[config.mk]
export PLATFORM = sky130hd
export DESIGN_NAME = booth_mult_32x32_flat
export DESIGN_NICKNAME = d
export VERILOG_FILES = /design/src/rtl/booth_mult_32x32_pkg.sv /design/src/rtl/booth_mult_32x32_if.sv /design/src/rtl/booth_mult_32x32_addsub.sv /design/src/rtl/booth_mult_32x32.sv /design/src/flat_wrapper.sv
export SDC_FILE = /design/constraint.sdc
export NUM_CORES = 1
export LEC_CHECK = 0
export CORE_MARGIN = 2
export CORE_UTILIZATION = 25
export CTS_CLUSTER_SIZE = 20
export DETAILED_ROUTE_END_ITERATION = 6
export GPL_TIMING_DRIVEN = 0
export PLACE_DENSITY = 0.46
export SLEW_MARGIN = 20
export SYNTH_ARGS = -nofsm -noshare
export SYNTH_HDL_FRONTEND = slang
export SYNTH_SLANG_ARGS = --single-unit
[constraint.sdc]
create_clock -name clk -period 7.2 [get_ports clk]
set_input_delay 2.16 -clock clk [delete_from_list [all_inputs] [get_ports clk]]
set_output_delay 2.16 -clock clk [all_outputs]
set_load 0.005 [all_outputs]
[src/rtl/booth_mult_32x32_pkg.sv]
// booth_mult_32x32_pkg: shared state encoding, widths and operand extension for the Booth multiplier
package booth_mult_32x32_pkg;
  typedef enum logic [1:0] {IDLE = 2'd0, RUN = 2'd1, DONE = 2'd2} state_t;
  localparam int OP_W = 32;
  localparam int PROD_W = 64;
  localparam int ITERS = 33;
  localparam int CNT_W = 6;
  function automatic logic [OP_W:0] ext33(input logic [OP_W-1:0] v, input logic sgn);
    return {sgn & v[OP_W-1], v};
  endfunction
endpackage

[src/rtl/booth_mult_32x32_if.sv]
// booth_mult_32x32_if: operand/product handshake bundle; is_signed exists only with BOOTH_UNSIGNED_EN
interface booth_mult_32x32_if;
  import booth_mult_32x32_pkg::*;
  logic in_valid, in_ready, out_valid, out_ready, zero, busy;
  logic [OP_W-1:0] a, b;
  logic [PROD_W-1:0] product;
`ifdef BOOTH_UNSIGNED_EN
  logic is_signed;
`endif
  modport master (
`ifdef BOOTH_UNSIGNED_EN
    output is_signed,
`endif
    output in_valid, a, b, out_ready,
    input in_ready, out_valid, product, zero, busy
  );
  modport slave (
`ifdef BOOTH_UNSIGNED_EN
    input is_signed,
`endif
    input in_valid, a, b, out_ready,
    output in_ready, out_valid, product, zero, busy
  );
endinterface

[src/rtl/booth_mult_32x32_addsub.sv]
// adder_subtractor_64bit: two's-complement add (s=0) or subtract (s=1)
module adder_subtractor_64bit import booth_mult_32x32_pkg::*; (
  input  logic [PROD_W-1:0] a,
  input  logic [PROD_W-1:0] b,
  input  logic              s,
  output logic [PROD_W-1:0] sum
);
  assign sum = a + (b ^ {PROD_W{s}}) + PROD_W'(s);
endmodule

[src/rtl/booth_mult_32x32.sv]
// booth_mult_32x32: sequential radix-2 Booth multiplier, 33 steps per product.
// Define BOOTH_UNSIGNED_EN to add the is_signed operand-mode select.
module booth_mult_32x32 import booth_mult_32x32_pkg::*; (
  input logic clk,
  input logic rst,
  booth_mult_32x32_if.slave bus
);
  state_t state, next;
  logic [OP_W+1:0] acc, acc_n;
  logic [OP_W:0] m, q;
  logic q_m1, sgn, accept, last, done;
  logic [CNT_W-1:0] cnt;
  logic [PROD_W-1:0] sum, prod;
  logic [PROD_W-OP_W-3:0] unused_hi;
`ifdef BOOTH_UNSIGNED_EN
  assign sgn = bus.is_signed;
`else
  assign sgn = 1'b1;
`endif
  assign accept = bus.in_valid && state == IDLE;
  assign last = cnt == CNT_W'(ITERS - 1);
  assign done = state == DONE;
  // {Q[0],q_m1} = 10 subtracts, 01 adds; the adder output is only used when they differ
  adder_subtractor_64bit u_addsub (
    .a({{(PROD_W-OP_W-2){acc[OP_W+1]}}, acc}),
    .b({{(PROD_W-OP_W-1){m[OP_W]}}, m}),
    .s(q[0]),
    .sum(sum)
  );
  assign unused_hi = sum[PROD_W-1:OP_W+2];
  assign acc_n = (q[0] ^ q_m1) ? sum[OP_W+1:0] : acc;
  // {acc,q} is a 67-bit signed product; its low 64 bits are the result
  assign prod = {acc[PROD_W-OP_W-2:0], q};
  always_ff @(posedge clk or posedge rst)
    if (rst) state <= IDLE;
    else state <= next;
  always_comb
    next = state == IDLE ? (bus.in_valid ? RUN : IDLE) :
           state == RUN  ? (last ? DONE : RUN) :
           state == DONE ? (bus.out_ready ? IDLE : DONE) : IDLE;
  always_comb begin
    bus.in_ready = state == IDLE;
    bus.out_valid = done;
    bus.busy = state != IDLE;
    bus.product = done ? prod : '0;
    bus.zero = done && prod == '0;
  end
  always_ff @(posedge clk or posedge rst)
    if (rst) begin
      acc <= '0;
      m <= '0;
      q <= '0;
      q_m1 <= 1'b0;
      cnt <= '0;
    end else if (accept) begin
      acc <= '0;
      m <= ext33(bus.a, sgn);
      q <= ext33(bus.b, sgn);
      q_m1 <= 1'b0;
      cnt <= '0;
    end else if (state == RUN) begin
      {acc, q, q_m1} <= {acc_n[OP_W+1], acc_n, q};
      cnt <= cnt + 1'b1;
    end
endmodule
[src/flat_wrapper.sv]
// flat-port wrapper written by rule: the top's interface ports become plain ports
module booth_mult_32x32_flat import booth_mult_32x32_pkg::*;
  (clk, rst, bus_in_valid, bus_a, bus_b, bus_out_ready, bus_in_ready, bus_out_valid, bus_product, bus_zero, bus_busy);
  booth_mult_32x32_if bus_i ();
  input logic clk;
  input logic rst;
  input wire logic [$bits(bus_i.in_valid)-1:0] bus_in_valid;
  input wire logic [$bits(bus_i.a)-1:0] bus_a;
  input wire logic [$bits(bus_i.b)-1:0] bus_b;
  input wire logic [$bits(bus_i.out_ready)-1:0] bus_out_ready;
  output wire logic [$bits(bus_i.in_ready)-1:0] bus_in_ready;
  output wire logic [$bits(bus_i.out_valid)-1:0] bus_out_valid;
  output wire logic [$bits(bus_i.product)-1:0] bus_product;
  output wire logic [$bits(bus_i.zero)-1:0] bus_zero;
  output wire logic [$bits(bus_i.busy)-1:0] bus_busy;
  assign bus_i.in_valid = bus_in_valid;
  assign bus_i.a = bus_a;
  assign bus_i.b = bus_b;
  assign bus_i.out_ready = bus_out_ready;
  assign bus_in_ready = bus_i.in_ready;
  assign bus_out_valid = bus_i.out_valid;
  assign bus_product = bus_i.product;
  assign bus_zero = bus_i.zero;
  assign bus_busy = bus_i.busy;
  booth_mult_32x32 u_core (.clk(clk), .rst(rst), .bus(bus_i));
endmodule
==> results.md <==
- Reg clk slew, reported paths: 0.08 ns
- FP Rows: 61
- Layout cells sized above 1: 3.640%
- Async SR Flop Fraction: 100.0%
- Most frequent cells after synthesis: 194 x nand2_1, 107 x dfrtp_1, 67 x and2_1
- Port-buffer cells: 135
- Final Setup Violations: 0
- Total I/O pin count: 136
- Post-CTS setup buffers: 0
- Setup TNS Final: 0 ns
- Final setup skew: 0.01107 ns
- Clock H-tree levels: 3
- Area of the mapped netlist: 0.007029 sq mm
- Post-synth top area share: 38.09%
- CP max stage cell: clkdlybuf4s50_1
- Vias in the first global route: 6,409
- Total number of yosys warnings: 0
- Critical Path Most Common Cell: nor4_1
- Total gr overflow: 0
- Fmax: 189.5 MHz
- Worst-skew pair later-pin latency: 0.37 ns
- Synth area leaders: dfrtp_1 38%, nand2_1 10%, ha_1 6.1%
- Worst Path Max Fanout: 10
- Netlist cell types: 62
- Filler Cell Count: 2,959
- Die Wd: 171.7 um
- Core Footprint: 0.02771 sq mm
- Register area share after synthesis: 38.09%
- Worst VDD drop: 0.1677 mV
- Slew headroom: 35.41%
- GRT Total Usage: 16.49%
- Initial Util: 25.37%
- Routed vias: 6,470
- Layout Nets: 1,087
- Clock Tree Root: clkbuf_16
- Min cycle time layout: 5.277 ns
- Synth Flop Type: dfrtp_1
- Hpwl dp: 18,390 um
- # diodes: 0
- Final Cell Area: 0.009176 sq mm
- Synth Area per Inst: 8.398 sq um
- FF+latch count, synth: 107
- Worst path required time: 5.04 ns
- CP startpoint kind: register
- Crit. End Element: output pin
- Clock buffer depth: 2
- First-pass GRT wire length: 37,220 um
- Mapped Nets: 940
- CTS Buf Count: 9
- Max_cap viols: 0
- Resize count post-CTS: 0
- Critical path class: reg2out
- Antenna violations before repair: 0
- Dpl cell area: 0.008886 sq mm
- Clk sink count: 107
- Critical path's largest stage delay: 0.60 ns
- Count leader, synth: nand2_1
- GP Congestion: 0.8352
- DRC viols: 0
- Die area: 0.02947 sq mm
- Arrival @ worst endpoint: 3.12 ns
- Type of the tightest min-delay check: reg2reg
- Status: finished, final reports clean
- Cts hold-fix bufs: 0
- Pre-Repair DR Iteration Count: 5
- RSZ-0062 raised after global routing: false
- CTS tree: yes
- Leakage: 0.003957 uW
- Post-DRT Antenna Nets: 0
- Number of vias per cell: 4.733
- Largest net degree at the start of global routing: 75
- Final Cycle Share: 73.29%
- Initial DRC count: 321
- Fin. Hold Viols: 0
- Post-Syn Instances: 837
- Layout area overhead: 30.54%
- Critical path, cell by cell: buf_1 -> nor4_1 -> nand2_1 -> nor4_1 -> nand3_1 -> nor4_1 -> clkdlybuf4s50_1
- PD cells: 570.6 mW/mm^2
- Max-slew violation count: 0
- Slew @ Worst Pin: 0.9689 ns
- Drt total wl: 23,990 um
- Die Ht: 171.7 um
- Largest area contributor in the netlist: dfrtp_1
- Post-synth EDFFs: 0
- Drt wl/cell: 17.55 um
[power by group]
part / internal, uW / total [uW] / switching, uW / leakage [uW]
Combinational: 1410 / 3420 / 2010 / 0.00250
Sequential: 927 / 1300 / 375 / 0.00131
Clock: 245 / 511 / 266 / 0.000141
Total: 2580 / 5240 / 2650 / 0.00396
[critical path, delay by kind of cell, from the launching register on]
family        cells  cell delay [ns]
simple gates      5             1.36
buf+inv           2             1.00
flops             1             0.40
[per-layer routing]
layer / vias to the layer above / GRT usage [%] / share of wire, %
met1: 3082 / 22.59 / 47
met2: 142 / 27.38 / 47
met5: - / 0 / 0
met4: 0 / 4.385 / 1.6
li1: 3224 / - / -
met3: 22 / 2.071 / 4.6
[area by class of cell]
type | count | area, sq um | share of cell area, %
Timing Repair Buffer | 136 | 1379 | 15.03
Clock buffer | 9 | 225.2 | 2.454
Multi-Input combinational cell | 671 | 4111 | 44.80
Clock inverter | 7 | 65.06 | 0.7090
Inverter | 11 | 46.29 | 0.5045
Sequential cell | 107 | 2678 | 29.18
Buffer | 48 | 198.9 | 2.168
Tap cell | 378 | 473.0 | 5.154
[stage by stage]
step	total power, uW	worst slack, ns	hold slack (ns)	cells	util (%)
2_1_floorplan	3830	2.223	0.4500	837	-
3_3_place_gp	4721	0.2173	0.4781	1350	31.96
3_5_place_dp	4741	2.234	0.4831	1351	32.07
4_1_cts	5275	1.862	0.5026	1367	33.12
5_1_grt	5767	1.623	0.5333	1367	33.12
6_report	5236	1.923	0.4961	1367	33.12
[logic make-up (layout without fill, tap and decap cells)]
logic type / Yosys count / in the layout / share of synthesized area (%)
and+or+nand+nor: 376 / 376 / 25.51
AOI/OAI and AO/OA: 199 / 199 / 18.65
DFF: 107 / 107 / 38.09
buffers and inverters: 59 / 211 / 3.417
xor gates and xnor gates: 58 / 58 / 7.494
adders and majority gates: 35 / 35 / 6.337
muxes: 3 / 3 / 0.4983
[state kept, by name, indices dropped and copies added (netlist names)]
signal	count
u_core.acc	33
u_core.q	33
u_core.m	32
u_core.cnt	6
u_core.state	2
u_core.q_m1	1
[path summary, 6_finish.rpt]
path / cells past startpoint / startpoint / slack (ns) / to
max in group asynchronous: 3 / rst / 4.37 / u_core.acc[18]
min reg2reg: 2 / u_core.m[14] / 0.50 / u_core.m[14]
min in group asynchronous: 2 / rst / 2.14 / u_core.q[14]
max: 7 / u_core.q[0] / 1.92 / bus_zero
min: 2 / u_core.m[14] / 0.50 / u_core.m[14]
max reg2reg: 13 / u_core.q[0] / 2.55 / u_core.acc[32]
[placed cells by master, fill, tap and decap left out, types with 9 or more instances in the layout]
master	count
clkbuf_1	39
nand3_1	30
nand4_1	10
nand2_1	194
dfrtp_1	107
nor2_1	21
xor2_1	44
xnor2_1	13
inv_1	10
nor4_1	18
a21o_1	12
a21oi_1	39
o21ai_0	46
o21ai_1	14
clkdlybuf4s50_1	135
a22oi_1	43
and2_1	67
clkbuf_16	9
ha_1	34
Power figures use the tool's default switching activity.
